==> src/rtl/csd_feed_sequencer_if.sv <==
// Stream and array-edge signal bundle for csd_feed_sequencer.
//   master : SRAM-side producer / bench; drives s_valid, s_data, s_kind, s_last and
//            observes every sequencer output.
//   slave  : the sequencer itself; consumes the coefficient stream and drives s_ready,
//            the weight-load port, the Q row-feed port, score_capture, busy and frame_err.
interface csd_feed_sequencer_if #(
  parameter int unsigned DATA_W = 32,
  parameter int unsigned IDX_W  = 5
);
  // Input coefficient stream
  logic              s_valid;
  logic              s_ready;
  logic [DATA_W-1:0] s_data;
  logic              s_kind;
  logic              s_last;
  // Weight-load port
  logic              load_weights;
  logic [DATA_W-1:0] v_in_data;
  logic [IDX_W-1:0]  v_idx;
  // Query-feed port
  logic              run_compute;
  logic              q_feed_vld;
  logic [IDX_W-1:0]  q_feed_row;
  logic [DATA_W-1:0] q_feed_data;
  // Status
  logic              score_capture;
  logic              busy;
  logic              frame_err;

  modport master (
    output s_valid, s_data, s_kind, s_last,
    input  s_ready, load_weights, v_in_data, v_idx, run_compute, q_feed_vld, q_feed_row,
           q_feed_data, score_capture, busy, frame_err
  );

  modport slave (
    input  s_valid, s_data, s_kind, s_last,
    output s_ready, load_weights, v_in_data, v_idx, run_compute, q_feed_vld, q_feed_row,
           q_feed_data, score_capture, busy, frame_err
  );
endinterface

==> src/rtl/csd_feed_sequencer.sv <==
// Edge feeder for the Clifford systolic dataflow array.
// Turns one valid/ready stream of GA_DIM-beat multivector packets into:
//   - V packets: indexed weight writes (load_weights/v_in_data/v_idx), 1-cycle latency.
//   - Q packets: buffered, then issued one row per cycle (q_feed_*), followed by a
//     DRAIN_CYC wait and a one-cycle score_capture strobe.
// Ports:
//   clk  : clock, all state updates on the rising edge.
//   rst  : synchronous active-high reset.
//   bus  : csd_feed_sequencer_if.slave (stream in, weight/feed/status out).
// Build option CSD_FEED_DBUF_EN: ping/pong Q buffers so the next Q packet can be collected
// during FEED/DRAIN and fed straight after score_capture. Undefined: single buffer,
// stream stalled throughout FEED and DRAIN.
// Assumes GA_DIM >= 2 and DRAIN_CYC >= 2.
module csd_feed_sequencer #(
  parameter int unsigned GA_DIM    = 32,
  parameter int unsigned DATA_W    = 32,
  parameter int unsigned IDX_W     = 5,
  parameter int unsigned DRAIN_CYC = 64
) (
  input logic                 clk,
  input logic                 rst,
  csd_feed_sequencer_if.slave bus
);

  localparam int unsigned       DrainW    = $clog2(DRAIN_CYC);
  localparam logic [IDX_W-1:0]  BeatLast  = IDX_W'(GA_DIM - 1);
  localparam logic [IDX_W:0]    FeedEnd   = (IDX_W + 1)'(GA_DIM);
  localparam logic [IDX_W:0]    FeedOne   = (IDX_W + 1)'(1);
  localparam logic [DrainW-1:0] DrainLast = DrainW'(DRAIN_CYC - 1);
  localparam logic [DrainW-1:0] DrainCap  = DrainW'(DRAIN_CYC - 2);

  typedef enum logic [2:0] {StIdle, StLoadV, StCollectQ, StFeed, StDrain} state_e;

  state_e            state_q;
  logic [IDX_W-1:0]  beat_q;
  logic [IDX_W:0]    feed_q;   // next row to issue while in StFeed
  logic [DrainW-1:0] drain_q;
  logic              frame_err_q;
  logic              load_weights_q;
  logic [DATA_W-1:0] v_in_data_q;
  logic [IDX_W-1:0]  v_idx_q;
  logic              run_compute_q;
  logic              q_feed_vld_q;
  logic [IDX_W-1:0]  q_feed_row_q;
  logic [DATA_W-1:0] q_feed_data_q;
  logic              score_capture_q;

  logic              s_ready;
  logic              accept;
  logic              last_beat;
  logic              drain_done;
  logic              buf_we;
  logic              feed_start;
  logic [IDX_W-1:0]  rd_row;
  logic [DATA_W-1:0] rd_data;

  assign accept     = bus.s_valid && s_ready;
  assign last_beat  = (beat_q == BeatLast);
  assign drain_done = (state_q == StDrain) && (drain_q == DrainLast);
  // Row 0 is read while still collecting/draining, later rows while feeding.
  assign rd_row     = (state_q == StFeed) ? feed_q[IDX_W-1:0] : '0;

`ifdef CSD_FEED_DBUF_EN
  logic              wr_sel_q;     // buffer being collected into
  logic              rd_sel_q;     // buffer being fed
  logic              bg_active_q;  // Q packet partially collected during FEED/DRAIN
  logic              bg_full_q;    // complete Q packet waiting for the array
  logic [DATA_W-1:0] q_buf [2][GA_DIM];

  always_comb begin
    s_ready = 1'b0;
    case (state_q)
      StIdle, StLoadV, StCollectQ: s_ready = 1'b1;
      // Only Q packets may start in the background, and only into a free buffer.
      StFeed, StDrain:             s_ready = !bg_full_q && (bg_active_q || !bus.s_kind);
      default:                     s_ready = 1'b0;
    endcase
  end

  assign buf_we = accept && ((state_q == StIdle && !bus.s_kind) ||
                             (state_q inside {StCollectQ, StFeed, StDrain}));

  // A background packet finishing on the final DRAIN cycle counts as complete.
  assign feed_start = (accept && last_beat && (state_q == StCollectQ)) ||
                      (drain_done && (bg_full_q || (accept && last_beat)));

  assign rd_data = q_buf[(state_q == StFeed) ? rd_sel_q : wr_sel_q][rd_row];

  always_ff @(posedge clk) begin
    if (buf_we) q_buf[wr_sel_q][beat_q] <= bus.s_data;
  end
`else
  logic [DATA_W-1:0] q_buf [GA_DIM];

  assign s_ready    = (state_q inside {StIdle, StLoadV, StCollectQ});
  assign buf_we     = accept && ((state_q == StIdle && !bus.s_kind) || state_q == StCollectQ);
  assign feed_start = accept && last_beat && (state_q == StCollectQ);
  assign rd_data    = q_buf[rd_row];

  always_ff @(posedge clk) begin
    if (buf_we) q_buf[beat_q] <= bus.s_data;
  end
`endif

  always_ff @(posedge clk) begin
    if (rst) begin
      state_q         <= StIdle;
      beat_q          <= '0;
      feed_q          <= '0;
      drain_q         <= '0;
      frame_err_q     <= 1'b0;
      load_weights_q  <= 1'b0;
      v_in_data_q     <= '0;
      v_idx_q         <= '0;
      run_compute_q   <= 1'b0;
      q_feed_vld_q    <= 1'b0;
      q_feed_row_q    <= '0;
      q_feed_data_q   <= '0;
      score_capture_q <= 1'b0;
`ifdef CSD_FEED_DBUF_EN
      wr_sel_q        <= 1'b0;
      rd_sel_q        <= 1'b0;
      bg_active_q     <= 1'b0;
      bg_full_q       <= 1'b0;
`endif
    end else begin
      // Strobes and data outputs are zero unless set below.
      load_weights_q  <= 1'b0;
      v_in_data_q     <= '0;
      v_idx_q         <= '0;
      run_compute_q   <= 1'b0;
      q_feed_vld_q    <= 1'b0;
      q_feed_row_q    <= '0;
      q_feed_data_q   <= '0;
      score_capture_q <= 1'b0;

      // Framing is purely beat-count based; s_last only feeds the error flag.
      if (accept) begin
        beat_q <= last_beat ? '0 : beat_q + 1'b1;
        if (bus.s_last != last_beat) frame_err_q <= 1'b1;
      end

`ifdef CSD_FEED_DBUF_EN
      if (accept && (state_q == StFeed || state_q == StDrain)) begin
        bg_active_q <= !last_beat;
        if (last_beat) bg_full_q <= 1'b1;
      end
`endif

      case (state_q)
        StIdle: begin
          if (accept) begin
            if (bus.s_kind) begin
              state_q        <= StLoadV;
              load_weights_q <= 1'b1;
              v_in_data_q    <= bus.s_data;
              v_idx_q        <= beat_q;
            end else begin
              state_q <= StCollectQ;
            end
          end
        end
        StLoadV: begin
          if (accept) begin
            load_weights_q <= 1'b1;
            v_in_data_q    <= bus.s_data;
            v_idx_q        <= beat_q;
            if (last_beat) state_q <= StIdle;
          end
        end
        StCollectQ: begin
          // Leaves through feed_start on the last beat.
        end
        StFeed: begin
          if (feed_q == FeedEnd) begin
            state_q <= StDrain;
            drain_q <= '0;
          end else begin
            q_feed_vld_q  <= 1'b1;
            q_feed_row_q  <= feed_q[IDX_W-1:0];
            q_feed_data_q <= rd_data;
            feed_q        <= feed_q + 1'b1;
          end
        end
        StDrain: begin
          drain_q <= drain_q + 1'b1;
          if (drain_q == DrainCap) score_capture_q <= 1'b1;
          if (drain_done) begin
            state_q <= StIdle;
`ifdef CSD_FEED_DBUF_EN
            // An unfinished background packet continues in the foreground.
            if (bg_active_q || accept) state_q <= StCollectQ;
            bg_active_q <= 1'b0;
            bg_full_q   <= 1'b0;
`endif
          end
        end
        default: state_q <= StIdle;
      endcase

      // Overrides any state choice above: row 0 goes out the cycle after the trigger.
      if (feed_start) begin
        state_q       <= StFeed;
        feed_q        <= FeedOne;
        q_feed_vld_q  <= 1'b1;
        q_feed_row_q  <= '0;
        q_feed_data_q <= rd_data;
        run_compute_q <= 1'b1;
`ifdef CSD_FEED_DBUF_EN
        rd_sel_q      <= wr_sel_q;
        wr_sel_q      <= !wr_sel_q;
`endif
      end
    end
  end

  assign bus.s_ready       = s_ready;
  assign bus.load_weights  = load_weights_q;
  assign bus.v_in_data     = v_in_data_q;
  assign bus.v_idx         = v_idx_q;
  assign bus.run_compute   = run_compute_q;
  assign bus.q_feed_vld    = q_feed_vld_q;
  assign bus.q_feed_row    = q_feed_row_q;
  assign bus.q_feed_data   = q_feed_data_q;
  assign bus.score_capture = score_capture_q;
  assign bus.busy          = (state_q != StIdle);
  assign bus.frame_err     = frame_err_q;

endmodule
==> src/flat_wrapper.sv <==
// flat-port wrapper written by rule: the top's interface ports become plain ports
module csd_feed_sequencer_flat 
#(
  parameter int unsigned GA_DIM    = 32,
  parameter int unsigned DATA_W    = 32,
  parameter int unsigned IDX_W     = 5,
  parameter int unsigned DRAIN_CYC = 64
)
  (clk, rst, bus_s_valid, bus_s_data, bus_s_kind, bus_s_last, bus_s_ready, bus_load_weights, bus_v_in_data, bus_v_idx, bus_run_compute, bus_q_feed_vld, bus_q_feed_row, bus_q_feed_data, bus_score_capture, bus_busy, bus_frame_err);
  csd_feed_sequencer_if #(.DATA_W(DATA_W), .IDX_W(IDX_W)) bus_i ();
  input logic clk;
  input logic rst;
  input wire logic [$bits(bus_i.s_valid)-1:0] bus_s_valid;
  input wire logic [$bits(bus_i.s_data)-1:0] bus_s_data;
  input wire logic [$bits(bus_i.s_kind)-1:0] bus_s_kind;
  input wire logic [$bits(bus_i.s_last)-1:0] bus_s_last;
  output wire logic [$bits(bus_i.s_ready)-1:0] bus_s_ready;
  output wire logic [$bits(bus_i.load_weights)-1:0] bus_load_weights;
  output wire logic [$bits(bus_i.v_in_data)-1:0] bus_v_in_data;
  output wire logic [$bits(bus_i.v_idx)-1:0] bus_v_idx;
  output wire logic [$bits(bus_i.run_compute)-1:0] bus_run_compute;
  output wire logic [$bits(bus_i.q_feed_vld)-1:0] bus_q_feed_vld;
  output wire logic [$bits(bus_i.q_feed_row)-1:0] bus_q_feed_row;
  output wire logic [$bits(bus_i.q_feed_data)-1:0] bus_q_feed_data;
  output wire logic [$bits(bus_i.score_capture)-1:0] bus_score_capture;
  output wire logic [$bits(bus_i.busy)-1:0] bus_busy;
  output wire logic [$bits(bus_i.frame_err)-1:0] bus_frame_err;
  assign bus_i.s_valid = bus_s_valid;
  assign bus_i.s_data = bus_s_data;
  assign bus_i.s_kind = bus_s_kind;
  assign bus_i.s_last = bus_s_last;
  assign bus_s_ready = bus_i.s_ready;
  assign bus_load_weights = bus_i.load_weights;
  assign bus_v_in_data = bus_i.v_in_data;
  assign bus_v_idx = bus_i.v_idx;
  assign bus_run_compute = bus_i.run_compute;
  assign bus_q_feed_vld = bus_i.q_feed_vld;
  assign bus_q_feed_row = bus_i.q_feed_row;
  assign bus_q_feed_data = bus_i.q_feed_data;
  assign bus_score_capture = bus_i.score_capture;
  assign bus_busy = bus_i.busy;
  assign bus_frame_err = bus_i.frame_err;
  csd_feed_sequencer #(.GA_DIM(GA_DIM), .DATA_W(DATA_W), .IDX_W(IDX_W), .DRAIN_CYC(DRAIN_CYC)) u_core (.clk(clk), .rst(rst), .bus(bus_i));
endmodule
==> config.mk <==
export PLATFORM = sky130hd
export DESIGN_NAME = csd_feed_sequencer_flat
export DESIGN_NICKNAME = d
export VERILOG_FILES = /design/src/rtl/csd_feed_sequencer_if.sv /design/src/rtl/csd_feed_sequencer.sv /design/src/flat_wrapper.sv
export SDC_FILE = /design/constraint.sdc
export NUM_CORES = 1
export LEC_CHECK = 0
export ABC_AREA = 0
export ABC_CLOCK_PERIOD_IN_PS = 4200
export CORE_ASPECT_RATIO = 0.7
export CORE_MARGIN = 2
export CORE_UTILIZATION = 50
export CTS_CLUSTER_DIAMETER = 120
export DETAILED_ROUTE_END_ITERATION = 16
export DONT_BUFFER_PORTS = 1
export PLACE_DENSITY = 0.69
export SLEW_MARGIN = 0
export SYNTH_ARGS = -nofsm -noshare
export SYNTH_HDL_FRONTEND = slang
export SYNTH_SLANG_ARGS = --single-unit
==> constraint.sdc <==
create_clock -name clk -period 4.2 [get_ports clk]
set_clock_uncertainty 0.05 [all_clocks]
set_input_delay 1.26 -clock clk [delete_from_list [all_inputs] [get_ports clk]]
set_output_delay 1.26 -clock clk [all_outputs]
set_load 0.01 [all_outputs]
# Word level (Yosys, flattened, before mapping)
# Memory sizes are Yosys's and may differ from the RTL's.
# Cells that the tools add are included.
word_totals:
  regBits: 99
  mem_bits_rw: 1024
  inputBits: 37
  out_inout_bits: 81
  word_cells: 103
  n_memories: 1
op_classes:
  addsub: 3
  n_eq_ne: 21
  muxes: 37
  bitwise: 4
  n_reduce_logical: 22
memory_table:
  columns: ["memory", "depth", "word_bits", "read_ports", "rd_clocked_by_memory_dff", "wr", "line", "source"]
  rows:
  - ["u_core.q_buf", 32, 32, 1, 0, 1, "csd_feed_sequencer.sv:93", "logic [DATA_W-1:0] q_buf [GA_DIM];"]
ops:
  columns: ["cell", "count"]
  rows:
  - ["32-bit 2-to-1 mux", 6]
  - ["32-bit case mux with 2 select lines", 1]
  - ["5-bit 2-to-1 mux", 5]
  - ["6-bit == test (second input constant)", 3]
  - ["3-bit 2-to-1 mux", 5]
  - ["3-bit case mux with 5 select lines", 1]
  - ["1-bit 2-to-1 mux", 13]
  - ["6-bit by 1-bit adder with 6-bit output (second input constant)", 2]
  - ["2-bit by 1-bit inequality test with 1-bit output (second input constant)", 6]
  - ["3-bit by 1-bit inequality test with 1-bit output (second input constant)", 4]
  - ["6-bit case mux with 2 select lines", 1]
  - ["6-bit AND reduction", 2]
  - ["5-bit case mux with 2 select lines", 1]
  - ["2-bit AND reduction", 4]
  - ["3-bit by 2-bit == test with 1-bit output (second input constant)", 2]
  - ["1-bit logical AND", 6]
  - ["6-bit 2-to-1 mux", 1]
  - ["3-bit nonzero test", 2]
  - ["5-bit by 1-bit adder with 5-bit output (second input constant)", 1]
  - ["5-bit == test (second input constant)", 1]
  - ["2-bit 2-to-1 mux", 2]
  - ["1-bit NOT", 4]
  - ["2-bit nonzero test", 2]
  - ["2-bit OR reduction", 2]
  - ["10 further kinds", 10]

# Longest topological paths before layout
logic_depth:
  depth_word: 7
  mapped_depth: 10
  depth_no_buf: 8

# Worst setup path after synthesis
# OpenSTA, ideal clock, no wires.
synth_timing:
  kind: "input-to-reg"
  start: "in bus_s_kind"
  end: "mem u_core.q_buf[28][0], enable pin"
  setup_ps: 421
  arrival_time_ps: 3438
  required_ps: 3729
  setup_slack_ps: 291
  path_stages: 4
  path_cell_list: "nor2b_1 -> nor4b_1 -> nand3_1 -> nor2_1"
synth_via:
  elab_chain_cells: 6
synth_lines:
  columns: ["element", "line", "source"]
  rows:
  - ["from (decl)", "flat_wrapper.sv:15", "input wire logic [$bits(bus_i.s_kind)-1:0] bus_s_kind;"]
  - ["1-bit logical NOT", "csd_feed_sequencer.sv:96", "assign buf_we = accept && ((state_q == StIdle && !bus.s_kind) || state_q == StCollectQ);"]
  - ["1-bit logical AND", "csd_feed_sequencer.sv:96", null]
  - ["1-bit logical OR", "csd_feed_sequencer.sv:96", null]
  - ["1-bit logical AND", "csd_feed_sequencer.sv:96", null]
  - ["1-bit 2-to-1 mux", "csd_feed_sequencer.sv:101", "if (buf_we) q_buf[beat_q] <= bus.s_data;"]
  - ["1-bit 2-to-1 mux (implied by the code)", "csd_feed_sequencer.sv:101", null]
  - ["to (decl)", "csd_feed_sequencer.sv:93", null]
# No other way between the ends.

# Worst setup path in the final report
layout_timing:
  start: "reg u_core.state_q[1]"
  end: "mem u_core.q_buf[6][4], enable pin"
layout_via:
  elab_chain_cells: 6
  elab_cells_between_ends: 10
  cone_classes: "eq/ne (2); mux (2); reduce/logical (6)"
layout_lines:
  columns: ["element", "line", "source"]
  rows:
  - ["from (decl)", "csd_feed_sequencer.sv:34", "state_e state_q;"]
  - ["from (signal assigned)", "csd_feed_sequencer.sv:107", "state_q <= StIdle;"]
  - ["from (signal assigned)", "csd_feed_sequencer.sv:154", "state_q <= StLoadV;"]
  - ["from (signal assigned)", "csd_feed_sequencer.sv:159", "state_q <= StCollectQ;"]
  - ["3-bit by 1-bit == test with 1-bit output, or another cell as far along", "csd_feed_sequencer.sv:95", "assign s_ready = (state_q inside {StIdle, StLoadV, StCollectQ});"]
  - ["3-bit nonzero test *", "csd_feed_sequencer.sv:95", null]
  - ["named net bus_s_ready", "flat_wrapper.sv:17", "output wire logic [$bits(bus_i.s_ready)-1:0] bus_s_ready;"]
  - ["1-bit logical AND *", "csd_feed_sequencer.sv:57", "assign accept = bus.s_valid && s_ready;"]
  - ["1-bit logical AND *", "csd_feed_sequencer.sv:96", null]
  - ["1-bit 2-to-1 mux *", "csd_feed_sequencer.sv:101", null]
  - ["1-bit 2-to-1 mux (implied by the code) *", "csd_feed_sequencer.sv:101", null]
# The timed path passes the listed nets; every way through them passes the cells marked *.

==> results list <==
* Critical path required time: 4.50 ns
- Power per unit of standard cell area: 459 nW/µm²
- For this block, the initial DRC count from the detailed router was 3618.
- The run finished with clean final reports.
* Initial antenna violation count: 4
* Count of fill cells added during filler insertion: 6322
* Kind of path behind the tightest hold check: reg2reg
* Synthesized netlist cell count: 2780
- Hold-fix buffers, CTS: 0
* Total Negative Setup Slacks: 0 ns
- After clock tree synthesis, the repair step resized 0 gates.
- Measured along the x axis, the die boundary spans 355 µm.
- Logic depth of the worst register-to-register path: 5
* Unrepaired setup endpoints after global routing: false
* Global-route wire length before repair: 167 mm
* Final setup violation count: 0
- The worst setup path is launched from a flop.
- From bottom edge to top edge, the die measures 249 µm.
* Clock buffer count from CTS: 103
* Count of distinct cell types in the synthesized netlist: 57
* Final net count: 2848
- The worst path meets setup with 0.765 ns of slack.
- Half-perimeter wire length after detailed placement: 67.0 mm
- In the final layout, the share of cells above drive strength 1 is 12.1%.
- Max-cap violation count: 0
* Reg-to-Reg End: u_core.q_buf[6][4]
* Minimum setup slack among reg-to-reg paths: 0.77 ns
- Buffers added to address setup during post-CTS repair amount to 0.
* Slowest cell on the critical path: sky130_fd_sc_hd__nor2_4
* Peak fanout along the critical path: 22
- Following the worst setup path forward leads to its endpoint at u_core.q_buf[6][4].
* Initial Util: 50.8%
* Placed Cells incl. Taps: 3834
* Mean instance size in the synthesized netlist: 15.5 µm²
- After clock tree synthesis, the clock-pin slew on the worst setup and hold paths is 0.06 ns.
- Synthesis produced a netlist with a net count of 2826.
- Tcrit/Tclk final: 81.8%
- The via count of the first global-routing pass is 24183.
- Leakage dissipation: 15.8 nW
- Total count of hold-check failures in the final report: 0
* Count of H-tree levels built during CTS: 3
- Root buffer cell: sky130_fd_sc_hd__clkbuf_16
- The final max-slew violation count was 0.
- The first detailed-routing pass took 6 iterations.
* Category of the worst setup path capture point: flop
- Detailed-route vias per instance: 6.25
- TritonCTS clock tree: yes
* Post-layout minimum cycle time: 3.43 ns
* Share of synthesized area occupied by flip-flops and latches: 76.0%
* Critical Setup Path Class: reg2reg
* Worst voltage drop across the vdd grid: 0.414 mV
- 118 I/O pins were placed.
- DR vias: 25200
* Maximum clock rate: 291 MHz
- Placement Rows: 89
- Entering global routing, the biggest net connects 113 pins.
- The floorplan step defined a die boundary enclosing 88500 µm².
- Startpoint of the lowest-slack register-to-register path: u_core.state_q[1]
- Hold slack: 0.434 ns
* Maximum buffer depth of the clock tree: 3
- Area added between synthesis and finish: 12.7%
- Final Instance Count excl. Fillers: 4032
* Number of clock sinks: 1123
- During placement, the flow inserted port buffers numbering 0.
- For this run, design rule violations remaining after detail routing come to 0.
* Post-DRT Antenna Nets: 0
- Headroom to the max-slew limit came out at 37.7%.
- Synth Flop Type: sky130_fd_sc_hd__edfxtp_1
- In this run the cell area of the synthesized design comes to 43000 µm².
- Global Route Usage Sum: 26.0%
- The largest single stage delay on the critical path is 0.67 ns.
- Total congestion overflow: 0
- Synthesis inferred 1123 register bits.
- Total wire length: 116 mm
* Routed WL per cell: 28.9 µm
- Worst-margin pin slew: 0.932 ns
* Clock latency at the later pin of the worst-skew pair: 0.68 ns
* Launch point of the worst path: u_core.state_q[1]
* Ys Warns: 0
- Count of flip-flops with a built-in enable after synthesis: 1024
- Counting flops with an async set or reset pin after synthesis yields a share of 0%.
- The critical path goes through a21oi_1 -> and2_1 -> nand2_1 -> nor2_4 -> buf_12.
- Setup WS pre-CTS: 0.739 ns
* Core outline area: 84700 µm²
- Data on the critical path arrives at its endpoint at 3.74 ns.
* Global placement routability congestion: 0.848
-- synth_stat cells (2+ instances only) --
cell type / instances / area (µm²)
sky130_fd_sc_hd__inv_1: 7 / 26.3
sky130_fd_sc_hd__edfxtp_1: 1024 / 30700
sky130_fd_sc_hd__a211oi_1: 38 / 285
sky130_fd_sc_hd__nor2b_1: 7 / 43.8
sky130_fd_sc_hd__nor4b_1: 2 / 17.5
sky130_fd_sc_hd__o21ai_1: 30 / 150
sky130_fd_sc_hd__or4_1: 2 / 15.0
sky130_fd_sc_hd__a21oi_4: 2 / 32.5
sky130_fd_sc_hd__nor2_1: 59 / 221
sky130_fd_sc_hd__and3b_1: 2 / 17.5
sky130_fd_sc_hd__buf_2: 72 / 360
sky130_fd_sc_hd__and2_1: 72 / 450
sky130_fd_sc_hd__ha_1: 9 / 113
sky130_fd_sc_hd__o22ai_1: 61 / 382
sky130_fd_sc_hd__dfxtp_1: 99 / 1980
sky130_fd_sc_hd__nand2_1: 468 / 1760
sky130_fd_sc_hd__and3_1: 6 / 37.5
sky130_fd_sc_hd__buf_4: 13 / 97.6
sky130_fd_sc_hd__a311oi_1: 63 / 552
sky130_fd_sc_hd__clkbuf_1: 77 / 289
sky130_fd_sc_hd__nor3_1: 2 / 10.0
sky130_fd_sc_hd__nand4b_1: 2 / 17.5
sky130_fd_sc_hd__a222oi_1: 2 / 20.0
sky130_fd_sc_hd__buf_6: 9 / 101
sky130_fd_sc_hd__a32oi_1: 31 / 272
sky130_fd_sc_hd__nor4_1: 3 / 18.8
sky130_fd_sc_hd__nand2b_1: 3 / 18.8
sky130_fd_sc_hd__or3_1: 2 / 12.5
sky130_fd_sc_hd__xnor2_1: 2 / 17.5
sky130_fd_sc_hd__and4b_1: 3 / 30.0
sky130_fd_sc_hd__o2111ai_1: 30 / 263
sky130_fd_sc_hd__nand3_1: 197 / 986
sky130_fd_sc_hd__nand3b_1: 3 / 22.5
sky130_fd_sc_hd__a31oi_1: 6 / 37.5
sky130_fd_sc_hd__xor2_1: 4 / 35.0
sky130_fd_sc_hd__mux2i_1: 228 / 2280
sky130_fd_sc_hd__a21oi_1: 78 / 390
sky130_fd_sc_hd__buf_1: 5 / 18.8
sky130_fd_sc_hd__o21ai_0: 8 / 40.0
sky130_fd_sc_hd__a22oi_1: 2 / 15.0
sky130_fd_sc_hd__mux4_2: 31 / 698
-- worst min-delay path by stage --
stage	start	to	cells past startpoint
3_3_place_gp	u_core.drain_q[5]	u_core.bus.score_capture	2
3_5_place_dp	u_core.drain_q[5]	u_core.bus.score_capture	2
2_1_floorplan	u_core.drain_q[5]	u_core.bus.score_capture	2
5_1_grt	u_core.drain_q[5]	u_core.bus.score_capture	2
4_1_cts	u_core.drain_q[5]	u_core.bus.score_capture	2
6_report	u_core.drain_q[5]	u_core.bus.score_capture	2
-- critical path, delay by kind of cell (launching register included) --
family | cells | cell delay, ns
compound gates | 1 | 0.52
flops | 1 | 0.53
buf+inv | 1 | 0.31
simple gates | 3 | 1.68
-- stage by stage --
step / power, mW / util, % / cell area (µm²)
floorplan: 12.6 / - / 43000
CTS: 22.3 / 57.2 / 48500
finish: 22.3 / 57.2 / 48500
global placement: 12.7 / 53.0 / 44900
detailed placement: 12.7 / 53.0 / 44900
global route: 22.8 / 57.2 / 48500
-- placed cells by master (no fill, tap or decap), drive strengths merged, types with 8 or more instances in the layout --
cell type / n
edfxtp: 1024
nand2: 468
mux2i: 228
nand3: 198
clkbuf: 140
dfxtp: 99
buf: 94
a21oi: 80
and2: 72
a311oi: 63
o22ai: 61
nor2: 60
a211oi: 38
o21ai: 38
clkinv: 35
a32oi: 31
mux4: 31
o2111ai: 30
bufinv: 12
ha: 9
inv: 8
-- cell families after synthesis --
logic type,Yosys count,synth area share (%)
AO/OA/AOI/OAI,357,5.78
XOR/XNOR,6,0.122
adder cells (fa/ha/maj),9,0.262
buffers and inverters,184,2.09
flip-flops,1123,76.0
multiplexers,260,6.95
AND/OR/NAND/NOR,841,8.76
-- metal layers --
layer  routed length [µm]  GRT usage [%]  up-vias  part of all wire, %
li1                     -              -    10716                    -
met1                48100           38.5    12687                   41
met2                50800           38.1     1598                   44
met3                14300           6.90      197                   12
met4                 3200           7.06        2                  2.7
met5                   12              0        -                0.010
-- state kept, by name (all words and copies together) (netlist names) --
| name | flops |
|---|---|
| u_core.q_buf | 1024 |
| u_core.bus.q_feed_data | 32 |
| u_core.bus.v_in_data | 32 |
| u_core.drain_q | 6 |
| u_core.feed_q | 6 |
| u_core.beat_q | 5 |
| u_core.bus.q_feed_row | 5 |
| u_core.bus.v_idx | 5 |
| u_core.state_q | 3 |
| u_core.bus.frame_err | 1 |
| u_core.bus.load_weights | 1 |
| u_core.bus.q_feed_vld | 1 |
| u_core.bus.run_compute | 1 |
| u_core.bus.score_capture | 1 |
-- cell type report --
cell class | instances | area [µm²] | area share [%]
Antenna cell | 5 | 12.5 | 0.0258
Clock buffer | 140 | 2910 | 6.00
Clock inverter | 53 | 633 | 1.31
Inverter | 7 | 28.8 | 0.0593
Multi-Input combinational cell | 1473 | 9720 | 20.0
Sequential cell | 1123 | 32700 | 67.5
Tap cell | 1137 | 1420 | 2.93
Timing Repair Buffer | 94 | 1040 | 2.15
-- power breakdown --
group / switching [mW] / leakage (nW) / total (mW) / internal, mW
clock: 4.14 / 1.74 / 9.76 / 5.62
sequential: 0.0373 / 10.0 / 12.3 / 12.2
combinational: 0.151 / 4.03 / 0.225 / 0.0741
Power figures use the tool's default switching activity.
